<file path="config.mk">
export PLATFORM = sky130hd
export DESIGN_NAME = sram_arbiter
export DESIGN_NICKNAME = d
export VERILOG_FILES = /design/src/rtl/sram_arbiter.sv
export SDC_FILE = /design/constraint.sdc
export NUM_CORES = 1
export LEC_CHECK = 0
export CORE_MARGIN = 4
export CORE_UTILIZATION = 40
export DETAILED_ROUTE_END_ITERATION = 8
export PLACE_DENSITY = 0.67
export SYNTH_ARGS = -nofsm -noshare
export SYNTH_HDL_FRONTEND = slang
export SYNTH_SLANG_ARGS = --single-unit
</file>
<file path="constraint.sdc">
create_clock -name clk -period 7.4 [get_ports clk]
set_clock_uncertainty 0.2 [all_clocks]
set_input_delay 2.22 -clock clk [delete_from_list [all_inputs] [get_ports clk]]
set_output_delay 2.22 -clock clk [all_outputs]
set_load 0.005 [all_outputs]
</file>
<file path="src/rtl/sram_arbiter.sv">
// rtl/sram_arbiter.sv - SRAM command arbiter: buffered writes, read priority with bounded bursts, read return pipeline
module sram_arbiter #(
  parameter int READ_LATENCY   = 4,
  parameter int FIFO_DEPTH     = 4,
  parameter int MAX_READ_BURST = 8
) (
  input  logic        clk,
  input  logic        rst,
  input  logic        wr_valid,
  output logic        wr_ready,
  input  logic [19:0] wr_addr,
  input  logic [16:0] wr_data,
  input  logic        rd_valid,
  output logic        rd_ready,
  input  logic [19:0] rd_addr,
  output logic        rd_data_valid,
  output logic [16:0] rd_data,
  output logic [19:0] sram_addr,
  output logic        sram_write_enable,
  output logic [16:0] sram_data_in,
  input  logic [16:0] sram_data_out
);

  localparam int PW = $clog2(FIFO_DEPTH);
  localparam int CW = $clog2(FIFO_DEPTH + 1);
  localparam int BW = $clog2(MAX_READ_BURST + 1);

  logic [19:0]             fifo_addr [FIFO_DEPTH];
  logic [16:0]             fifo_data [FIFO_DEPTH];
  logic [PW-1:0]           wr_ptr;
  logic [PW-1:0]           rd_ptr;
  logic [CW-1:0]           count;
  logic [BW-1:0]           burst_cnt;
  logic [READ_LATENCY-1:0] rd_pipe;

  logic fifo_full;
  logic fifo_empty;
  logic forced_wr;
  logic rd_issue;
  logic wr_issue;
  logic push;

  assign fifo_full  = (count == CW'(FIFO_DEPTH));
  assign fifo_empty = (count == '0);
  // A full FIFO or an exhausted read burst starves reads for one cycle.
  assign forced_wr  = fifo_full || (!fifo_empty && burst_cnt == BW'(MAX_READ_BURST));
  assign rd_ready   = !rst && !forced_wr;
  assign wr_ready   = !rst && !fifo_full;
  assign rd_issue   = rd_valid && rd_ready;
  assign wr_issue   = !rst && !fifo_empty && !rd_issue;
  assign push       = wr_valid && wr_ready;

  always_ff @(posedge clk) begin
    if (push) begin
      fifo_addr[wr_ptr] <= wr_addr;
      fifo_data[wr_ptr] <= wr_data;
    end
  end

  always_ff @(posedge clk) begin
    if (rst) begin
      wr_ptr            <= '0;
      rd_ptr            <= '0;
      count             <= '0;
      burst_cnt         <= '0;
      rd_pipe           <= '0;
      rd_data_valid     <= 1'b0;
      rd_data           <= '0;
      sram_addr         <= '0;
      sram_write_enable <= 1'b0;
      sram_data_in      <= '0;
    end else begin
      if (push) wr_ptr <= wr_ptr + PW'(1);
      if (wr_issue) rd_ptr <= rd_ptr + PW'(1);
      case ({push, wr_issue})
        2'b10:   count <= count + CW'(1);
        2'b01:   count <= count - CW'(1);
        default: count <= count;
      endcase

      if (wr_issue) begin
        sram_write_enable <= 1'b1;
        sram_addr         <= fifo_addr[rd_ptr];
        sram_data_in      <= fifo_data[rd_ptr];
      end else if (rd_issue) begin
        sram_write_enable <= 1'b0;
        sram_addr         <= rd_addr;
      end else begin
        sram_write_enable <= 1'b0;
      end

      // Burst length only matters while a write is waiting behind the reads.
      if (wr_issue || fifo_empty)
        burst_cnt <= '0;
      else if (rd_issue && burst_cnt != BW'(MAX_READ_BURST))
        burst_cnt <= burst_cnt + BW'(1);

      rd_pipe       <= (rd_pipe << 1) | READ_LATENCY'(rd_issue);
      rd_data_valid <= rd_pipe[READ_LATENCY-1];
      if (rd_pipe[READ_LATENCY-1]) rd_data <= sram_data_out;
    end
  end

endmodule
</file>
# Word level (Yosys, flattened, before mapping)

Memory sizes are Yosys's and may differ from the RTL's. A register that Yosys moved wholly into a read port is not among the register bits.
Cells that the tools add are included.

Add/sub/neg operators: 5
Eq/ne operators: 5
Muxes and demuxes: 8
Bitwise logic cells: 1
Reduce and logical (&&, ||, !) cells: 19

Operators with widths:

| operator              | number |
|---|---|
| $mux W20              | 2 |
| $logic_and A1 B1 Y1   | 8 |
| $pmux W3 S2           | 1 |
| $logic_not A1 Y1      | 5 |
| $add A2 B1 Y2 const B | 2 |
| $add A4 B1 Y4 const B | 1 |
| $eq A4 B4 Y1 const B  | 1 |
| $mux W2               | 2 |
| $ne A4 B4 Y1 const B  | 1 |
| $or A4 B1 Y4          | 1 |
| $reduce_bool A2 Y1    | 2 |
| $add A3 B1 Y3 const B | 1 |
| $eq A3 B3 Y1 const B  | 1 |
| $logic_not A3 Y1      | 1 |
| $mux W1               | 3 |
| $sub A3 B1 Y3 const B | 1 |
| $eq A2 B1 Y1 const B  | 1 |
| $eq A2 B2 Y1 const B  | 1 |
| $logic_or A1 B1 Y1    | 2 |
| $reduce_or A2 Y1      | 1 |

Register bits after elaboration: 54
RAM bits: 148
Input bits: 78
Output and inout port bits: 58
Memories kept: 2

Memory list:

| name      | words | width | read ports | clocked after memory_dff | write ports | line | RTL |
|---|---|---|---|---|---|---|---|
| fifo_addr | 4     | 20    | 1          | 1                        | 1           | 28   | `logic [19:0] fifo_addr [FIFO_DEPTH];` |
| fifo_data | 4     | 17    | 1          | 1                        | 1           | 29   | `logic [16:0] fifo_data [FIFO_DEPTH];` |

# Logic depth before layout (Yosys ltp)

Gate-level depths: netlist of run 1.

Word-level depth: 11
Mapped depth: 12
Gate-level depth less buffers: 11

# Worst setup path before layout of run 1

No wires, ideal clock.

Kind: in2out
Start: in rst
End: out rd_ready
Arrival: 2,742 ps
Setup slack: 2,238 ps
Stages: 3
Buffers on the path: 1
Cells stage by stage: clkbuf_1 > a21oi_1 > o21a_1

Word-level cells in the longest chain between the ends: 2

Ends and longest elaborated chain:

| item                | line | RTL |
|---|---|---|
| start: declaration  | 8    | `input logic rst,` |
| $logic_not A1 Y1    | 47   | `assign rd_ready = !rst && !forced_wr;` |
| $logic_and A1 B1 Y1 | 47   |  |
| end: declaration    | 14   | `output logic rd_ready,` |

No other way between the ends.

# Final worst setup path of run 1

Ends and elaborated chain as after synthesis.

==> results of run 1 <==
-- state kept, by name (all words and copies together), names as in the netlist, named ones only --
name / flops
rd_data_valid: 1
fifo_data: 68
wr_ptr: 2
sram_write_enable: 1
sram_data_in: 17
fifo_addr: 80
rd_ptr: 2
burst_cnt: 4
rd_data: 17
count: 3
sram_addr: 20
rd_pipe: 4
-- cells by family after synthesis --
group | count (synthesis)
adder cells (fa/ha/maj) | 8
buffers and inverters | 40
AO/OA/AOI/OAI | 47
flip-flops | 221
XOR/XNOR | 6
multiplexers | 56
AND/OR/NAND/NOR | 146
-- routing by layer --
metal / vias to the layer above / part of all wire, %
li1: 2212 / -
met3: 34 / 7.0
met5: - / 0.077
met1: 2331 / 39
met4: 2 / 2.0
met2: 131 / 52
-- layout make-up --
type                            instances  share of cell area [%]
Tap cell                              270                   3.208
Inverter                               12                  0.4277
Clock buffer                           32                   5.822
Timing Repair Buffer                  139                   13.07
Multi-Input combinational cell        263                   20.34
Clock inverter                          7                   1.057
Sequential cell                       221                   56.08
-- layout by cell type (no fill, tap or decap), types with 2 or more instances in the layout --
cell and n:
edfxtp_1 148, clkdlybuf4s50_1 134, nand2_1 78, dfxtp_1 73, nor2_1 49, mux4_2 37, clkbuf_16 23, a21oi_1 20
a311oi_1 20, mux2i_1 18, inv_1 11, clkbuf_1 8, ha_1 7, nor2b_1 5, and2_2 4, buf_4 4
xnor2_1 3, xor2_1 3, bufinv_16 3, o21ai_0 2, o21a_1 2, clkinv_2 2
-- cells in the mapped netlist (2+ instances only) --
master,n
a21oi_1,20
a311oi_1,20
and2_1,5
buf_1,2
buf_2,10
buf_4,3
buf_6,4
clkbuf_1,9
dfxtp_1,73
edfxtp_1,148
ha_1,7
inv_1,11
mux2i_1,18
mux4_2,37
nand2_1,78
nor2_1,49
nor2b_1,5
o21a_1,2
o21ai_0,2
xnor2_1,3
xor2_1,3
-- metrics by stage --
stage	utilization [%]	std cells	hold slack (ns)	total power [W]	worst slack [ns]
detailed placement	48.47	905	0.2262	0.002177	1.830
floorplan	-	524	0.2138	0.001926	2.238
global route	52.05	944	0.2572	0.003405	1.772
CTS	52.05	944	0.2393	0.003291	1.828
finish	52.05	944	0.2358	0.003250	1.834
global placement	48.47	905	0.2175	0.002154	1.893
-- power by group through the flow --
stage               Sequential, W  Combinational [W]  Clock [W]
global route              0.00151           0.000705    0.00119
detailed placement        0.00153           0.000652          0
global placement          0.00152           0.000634          0
floorplan                 0.00149           0.000437          0
CTS                       0.00150           0.000655    0.00114
finish                    0.00150           0.000643    0.00111
-- path summary, 6_finish.rpt --
path / endpoint / slack (ns) / cells after the start
min: rd_pipe[2]$_SDFF_PP0_ / 0.24 / 1
min reg2reg: rd_pipe[2]$_SDFF_PP0_ / 0.24 / 1
max reg2reg: count[2]$_SDFFE_PP0P_ / 4.07 / 11
max: rd_ready / 1.83 / 4
-- critical path: stages --
cell and delay (ns):
buf_2 0.11, a21oi_1 0.17, o21a_1 0.15, clkdlybuf4s50_1 0.49
==> results summary, run 1 <==
The I/O pin count came out at 136. Max-cap violations in this run came to 0. The most used routing layer in global routing is met2. The async set-reset flop share out of synthesis came out at 0%. Derived from the worst setup path, the maximum achievable clock frequency is 179.7 MHz. The cell area after synthesis is 8247 um^2. Tracing the worst setup path back leads to its startpoint at rst. The area occupied by registers is 5906 um^2. The share of the clock period used by the worst path came out at 75.21%. The global-route total usage across every layer is 14.35%. The met3 capacity usage during global routing came out at 3.034%. In this run, the clock network consumes 34.1% of the power. The number of setup violations in the final report came out at 0.

Of the total power, the share spent switching nets is 24.96%. CTS saw 221 sinks. The post-route DRC violation count is 0. The post-route standard cell area excluding fillers is 10530 um^2. For the pin with the worst max-slew slack, the measured transition is 1.050 ns. The synthesized netlist devotes 4.142% of its cell area to compound gates.

After technology mapping, the gate count stands at 524. The maximum number of pins on one net before global-route repair is 68. The fraction of power consumed by combinational cells came out at 19.8%.

The register share of total power is 46.1%. The global placement routability congestion came out at 0.7333. In the synthesized netlist, mux cells make up 12.43% of the area. The count of distinct cell types in the synthesized netlist is 36.

The endpoint arrival time on the critical path came out at 3.15 ns. The horizontal die dimension is 151.6 um. The headroom to the max-slew limit came out at 29.98%. Setup repair after global routing left no endpoint under its margin.

The fraction of final layout cells sized beyond drive strength 1 is 12.31%. The simple-gate portion of the synthesized area is 7.404%. By startpoint and endpoint, the worst setup path is classified as in -> out.

The detailed placement HPWL is 10670 um. The total power divided by cell area is 308.6 nW/um^2. The maximum clock insertion buffer count is 3.

The detail route stage leaves a number of antenna-violating nets equal to 0. Global routing consumed, on the met2 layer, 25.83% of the routing resources. The via count of the first global-routing pass came to 4967. The final net count came out at 746. The number of H-tree levels came out at 1. The design internal power is 0.002438 W. The reg-to-reg critical path startpoint is burst_cnt[0]$_SDFFE_PP0P_. The leading area contributor after synthesis is edfxtp_1. The path class of the tightest hold or removal check is reg -> reg.

The maximum fanout encountered on the critical timing path is 2. For this run, the leading register cell type out of synthesis is edfxtp_1. The detailed router's first-iteration violation count is 300. The length of the first detailed-routing pass in iterations came out at 5. The layout has 1669 filler cells. The number of I/O port buffers is 135.

The initial standard-cell utilization of the core came out at 40.76%. Global routing finished with a remaining overflow of 0. Summed over its instances, the top area cell type makes up 53.89% of the synthesized netlist area. The post-cts gate resize count came out at 0. Summed over all nets, the switching power comes to 0.0008112 W. The multi-input logic area came out at 2142 um^2. The standby leakage power is 3.440 nW. The flow ran to the end, and the final reports show no timing, DRC or antenna violations. The share of the Yosys chip area taken by registers is 71.61%. In this run the most critical hold path is launched from rd_pipe[1]$_SDFF_PP0_. The area of the die is 22980 um^2. TritonCTS built the clock tree. Global routing consumed, on the met1 layer, 17.24% of the routing resources. Relative to the synthesized area, the layout overhead comes to 27.71%. Hold repair after CTS inserted 0 buffers.

The combinational family with the most area after synthesis is multiplexers. In this run the clock root is driven by a clkbuf_16. After Yosys synthesis, full adders, half adders and majority gates account for 1.305% of the synthesized area. At the worst endpoint, the required time is 4.98 ns. In this run the post-CTS setup repair buffer count came out at 0. After clock tree synthesis, the clock-pin slew on the worst setup and hold paths is 0.06 ns. The peak supply drop came out at 0.1533 mV. Yosys attributes the largest share of cell area to edfxtp_1, dfxtp_1, mux4_2.

The clock reaches the later pin of the worst-skew pair after 0.49 ns. The die boundary height came out at 151.6 um. The mean instance size in the synthesized netlist is 15.74 um^2. The synthesized flop and latch total is 221.

The count of standard-cell rows is 52. The number of vias per cell after detailed routing came out at 4.989. The average detailed-routed wire length per instance came out at 17.83 um.

The number of enable-type register cells in the synthesized netlist is 148. The net count after synthesis is 610. The final number of hold-violating endpoints came out at 0. Clock tree synthesis inserted a total of 23 buffers.

The number of inserted diodes came out at 0. The region available for standard cell placement spans 20230 um^2. The first-pass GRT wire length came out at 25610 um. The standard cell area after detailed placement is 9807 um^2. STA classifies the critical path startpoint as a primary input.

The worst path in the final design needs a cycle of 5.566 ns, including I/O delays and setup. The parity-gate share of the synthesized area counting xor and xnor cells came out at 0.6372%. The number of synthesis warnings is 0. The vias after detailed routing came out at 4710.

The critical path endpoint category is a primary output. The initial antenna violation count came to 1. The routed design has 16840 um of wire. The final number of max-transition violations is 0.

For the final routed database, the setup TNS stands at 0 ns.
Power figures use the tool's default switching activity.
==> run 2, diff against run 1 <==
--- a/config.mk
+++ b/config.mk
@@ -8,7 +8,7 @@
 export CORE_MARGIN = 4
 export CORE_UTILIZATION = 40
 export DETAILED_ROUTE_END_ITERATION = 8
-export PLACE_DENSITY = 0.67
+export PLACE_DENSITY = 0.69
 export SYNTH_ARGS = -nofsm -noshare
 export SYNTH_HDL_FRONTEND = slang
 export SYNTH_SLANG_ARGS = --single-unit
==> constraint.sdc (replaced) <==
create_clock -name clk -period 4.6 [get_ports clk]
set_clock_uncertainty 0.2 [all_clocks]
set_input_delay 1.38 -clock clk [delete_from_list [all_inputs] [get_ports clk]]
set_output_delay 1.38 -clock clk [all_outputs]
set_load 0.005 [all_outputs]
==> run 2 against run 1 <==
Sequential cell count unchanged. Wire length up 0.74%. First-iteration DRC count down 47%. Global-route usage up 0.29 points. Non-clock buffer count up 6. Clock-buffer cell count up 1.
==> results summary, run 2 (synthesized netlist as in run 1, its figures left out) <==
The headroom to the max-slew limit came out at 31.79%. The first global-routing pass estimated 25980 um of wire. The global-route total usage across every layer came out at 14.63%.

The peak supply drop is 0.3049 mV. The number of placed cells counting well taps is 911. In this run the register-to-register setup slack is 1.92 ns.

Per report_power, the clock group accounts for 35.2% of the total. Setup repair after global routing left no endpoint under its margin. The initial standard-cell utilization of the core came out at 40.76%. Net switching is 24.84% of the power. The pre-antenna-repair detailed-routing pass consisted of 4 iterations. The number of H-tree levels came out at 1. The transition time at the pin with the least slew margin came out at 1.022 ns. The via count of the first global-routing pass is 4908. The path with the worst hold slack has its endpoint at rd_pipe[3]$_SDFF_PP0_.

The critical path endpoint category is a primary output. The total setup buffers inserted after CTS came out at 0. The library cells used most frequently in the layout, excluding fill and tap cells, are edfxtp_1, clkdlybuf4s50_1, nand2_1, dfxtp_1, nor2_1. The worst path in the final design needs a cycle of 3.883 ns, including I/O delays and setup. The fraction of power consumed by combinational cells came out at 20.0%. The critical hold path startpoint is rd_pipe[2]$_SDFF_PP0_. The final number of hold-violating endpoints is 0. The number of cells traversed by the worst hold path is 1. The maximum fanout encountered on the critical timing path came out at 3. The global placement routability congestion came out at 0.7039. The maximum operating frequency is 257.5 MHz. For the worst flop-to-flop path, the logic depth is 9. The worst register-to-register path begins at count[2]$_SDFFE_PP0P_. The post-cts gate resize count came out at 0. The analysis attributes to net switching a power of 0.001326 W. TritonCTS built the clock tree. The routed wire length is 16960 um. The detailed router's first-iteration violation count came out at 160. The die boundary height is 151.6 um. In this run, post-CTS hold repair placed 0 buffers.

The required time reported for the critical path endpoint is 3.02 ns. The library cell used most frequently in the layout, excluding fill and tap cells, is edfxtp_1. The CTS sink count is 221.

The number of max-capacitance violations reported came out at 0. The endpoint arrival time on the critical path came out at 2.30 ns. Dividing total power by cell area gives a power density of 500.2 nW/um^2. The aggregate global routing overflow is 0.

The terminus of the critical flop-to-flop path is count[2]$_SDFFE_PP0P_. The worst setup path is launched from a primary input. The critical path in this run is classified as in -> out. The analysis attributes to cell leakage a power of 3.504 nW.

The clock root buffer is clkbuf_16. The maximum clock insertion buffer count is 3. Entering global routing, the biggest net connects 67 pins. The number of vias per cell after detailed routing came out at 4.957. The horizontal die dimension is 151.6 um.

The flip-flop count of the largest register after layout is 80. The area of the die came out at 22980 um^2. Dividing the detail-routed wire length by the instance count gives 17.82 um. The core footprint is 20230 um^2.

The final sum of negative setup slack is 0 ns. The run finished with clean final reports. The share of the clock period used by the worst path came out at 84.41%. The number of I/O port buffers is 135. The fraction of final layout cells sized beyond drive strength 1 came out at 13.34%. Detailed placement finished with a half-perimeter wire length of 10820 um.

The final net count came out at 752. At the later pin of the worst-skew pair, clock insertion delay measures 0.49 ns. The internal power of the cells totals 0.004012 W. In this run the core area contains 52 standard-cell rows. The remaining number of nets flagged by the antenna check after routing is 0. Relative to the synthesized area, the layout overhead comes to 29.40%. The number of setup violations in the final report came out at 0. Ranked by flip-flop count, first place goes to fifo_addr. The count of fill cells added during filler insertion came out at 1630. The post-CTS clock slew at the launch and capture registers of the worst setup and hold paths is 0.05 ns. The path type of the worst min-delay path is reg -> reg. Across all layers, the routed design uses 4719 vias. The I/O pin count is 136. 0 antenna diodes ended up in the layout. In the final layout, the registers with the most flip-flops are fifo_addr: 80 flops, fifo_data: 68 flops, sram_addr: 20 flops. Clock tree synthesis inserted a total of 23 buffers. The initial antenna violation count came to 0. The count of placed standard cells in the final layout, fillers left out is 952. The register share of total power is 44.9%. The final number of max-transition violations came out at 0. The post-route DRC violation count is 0.
-- run 2: cell types whose count changed in the layout (fill, tap and decap cells not counted) --
cell       previous run  this run
clkbuf_4              1         0
clkbuf_2              0         1
clkbuf_8              0         1
inv_6                 0         1
clkinv_2              2         1
bufinv_16             3         4
buf_4                 4         6
buf_12                0         4
-- run 2: routing by layer --
metal,wire length [um],share of wire [%],global-route usage [%]
met1,7117,42,18.93
met2,8483,50,25.67
met3,1075,6.3,2.677
met4,283,1.7,3.549
met5,0,0,0
-- run 2: cell type report --
cell class | count | area [um^2] | share of cell area, %
flip-flops and latches | 221 | 5906 | 55.34
clock buffers | 33 | 624.3 | 5.851
well taps | 270 | 337.8 | 3.166
repair buffers | 145 | 1471 | 13.79
inverters | 12 | 45.04 | 0.4221
multi-input cells | 263 | 2142 | 20.07
clock inverters | 8 | 145.1 | 1.360
-- run 2: per-stage QoR --
stage	worst slack [ns]	hold WS [ns]	power, W	cell area, um^2	utilization, %
after detailed placement	0.7041	0.2308	0.003523	9902	48.94
after global routing	0.6337	0.2618	0.005608	10670	52.74
final	0.7170	0.2415	0.005338	10670	52.74
after global placement	0.7414	0.2188	0.003494	9902	48.94
after CTS	0.7035	0.2444	0.005425	10670	52.74
after floorplan	1.103	0.2138	0.003099	8247	-
-- run 2: power groups by stage --
stage | Sequential (W) | Clock [W] | Combinational [W]
final | 0.00239 | 0.00188 | 0.00107
after global routing | 0.00242 | 0.00201 | 0.00118
after CTS | 0.00240 | 0.00193 | 0.00109
after detailed placement | 0.00244 | 0 | 0.00108
after global placement | 0.00243 | 0 | 0.00107
after floorplan | 0.00240 | 0 | 0.000703
-- run 2: worst max-delay path by stage --
| stage | from | endpoint | slack, ns | cells past startpoint |
|---|---|---|---|---|
| finish | rst | rd_ready | 0.72 | 4 |
| detailed placement | rst | rd_ready | 0.70 | 4 |
| CTS | rst | rd_ready | 0.70 | 4 |
| global placement | rst | rd_ready | 0.74 | 4 |
| global route | rst | rd_ready | 0.63 | 4 |
| floorplan | rst | fifo_addr[0][0]$_DFFE_PP_ | 1.10 | 4 |
-- run 2: critical path: stages --
cell and delay (ns):
buf_2 0.11, a21oi_1 0.15, o21a_1 0.14, clkdlybuf4s50_1 0.51
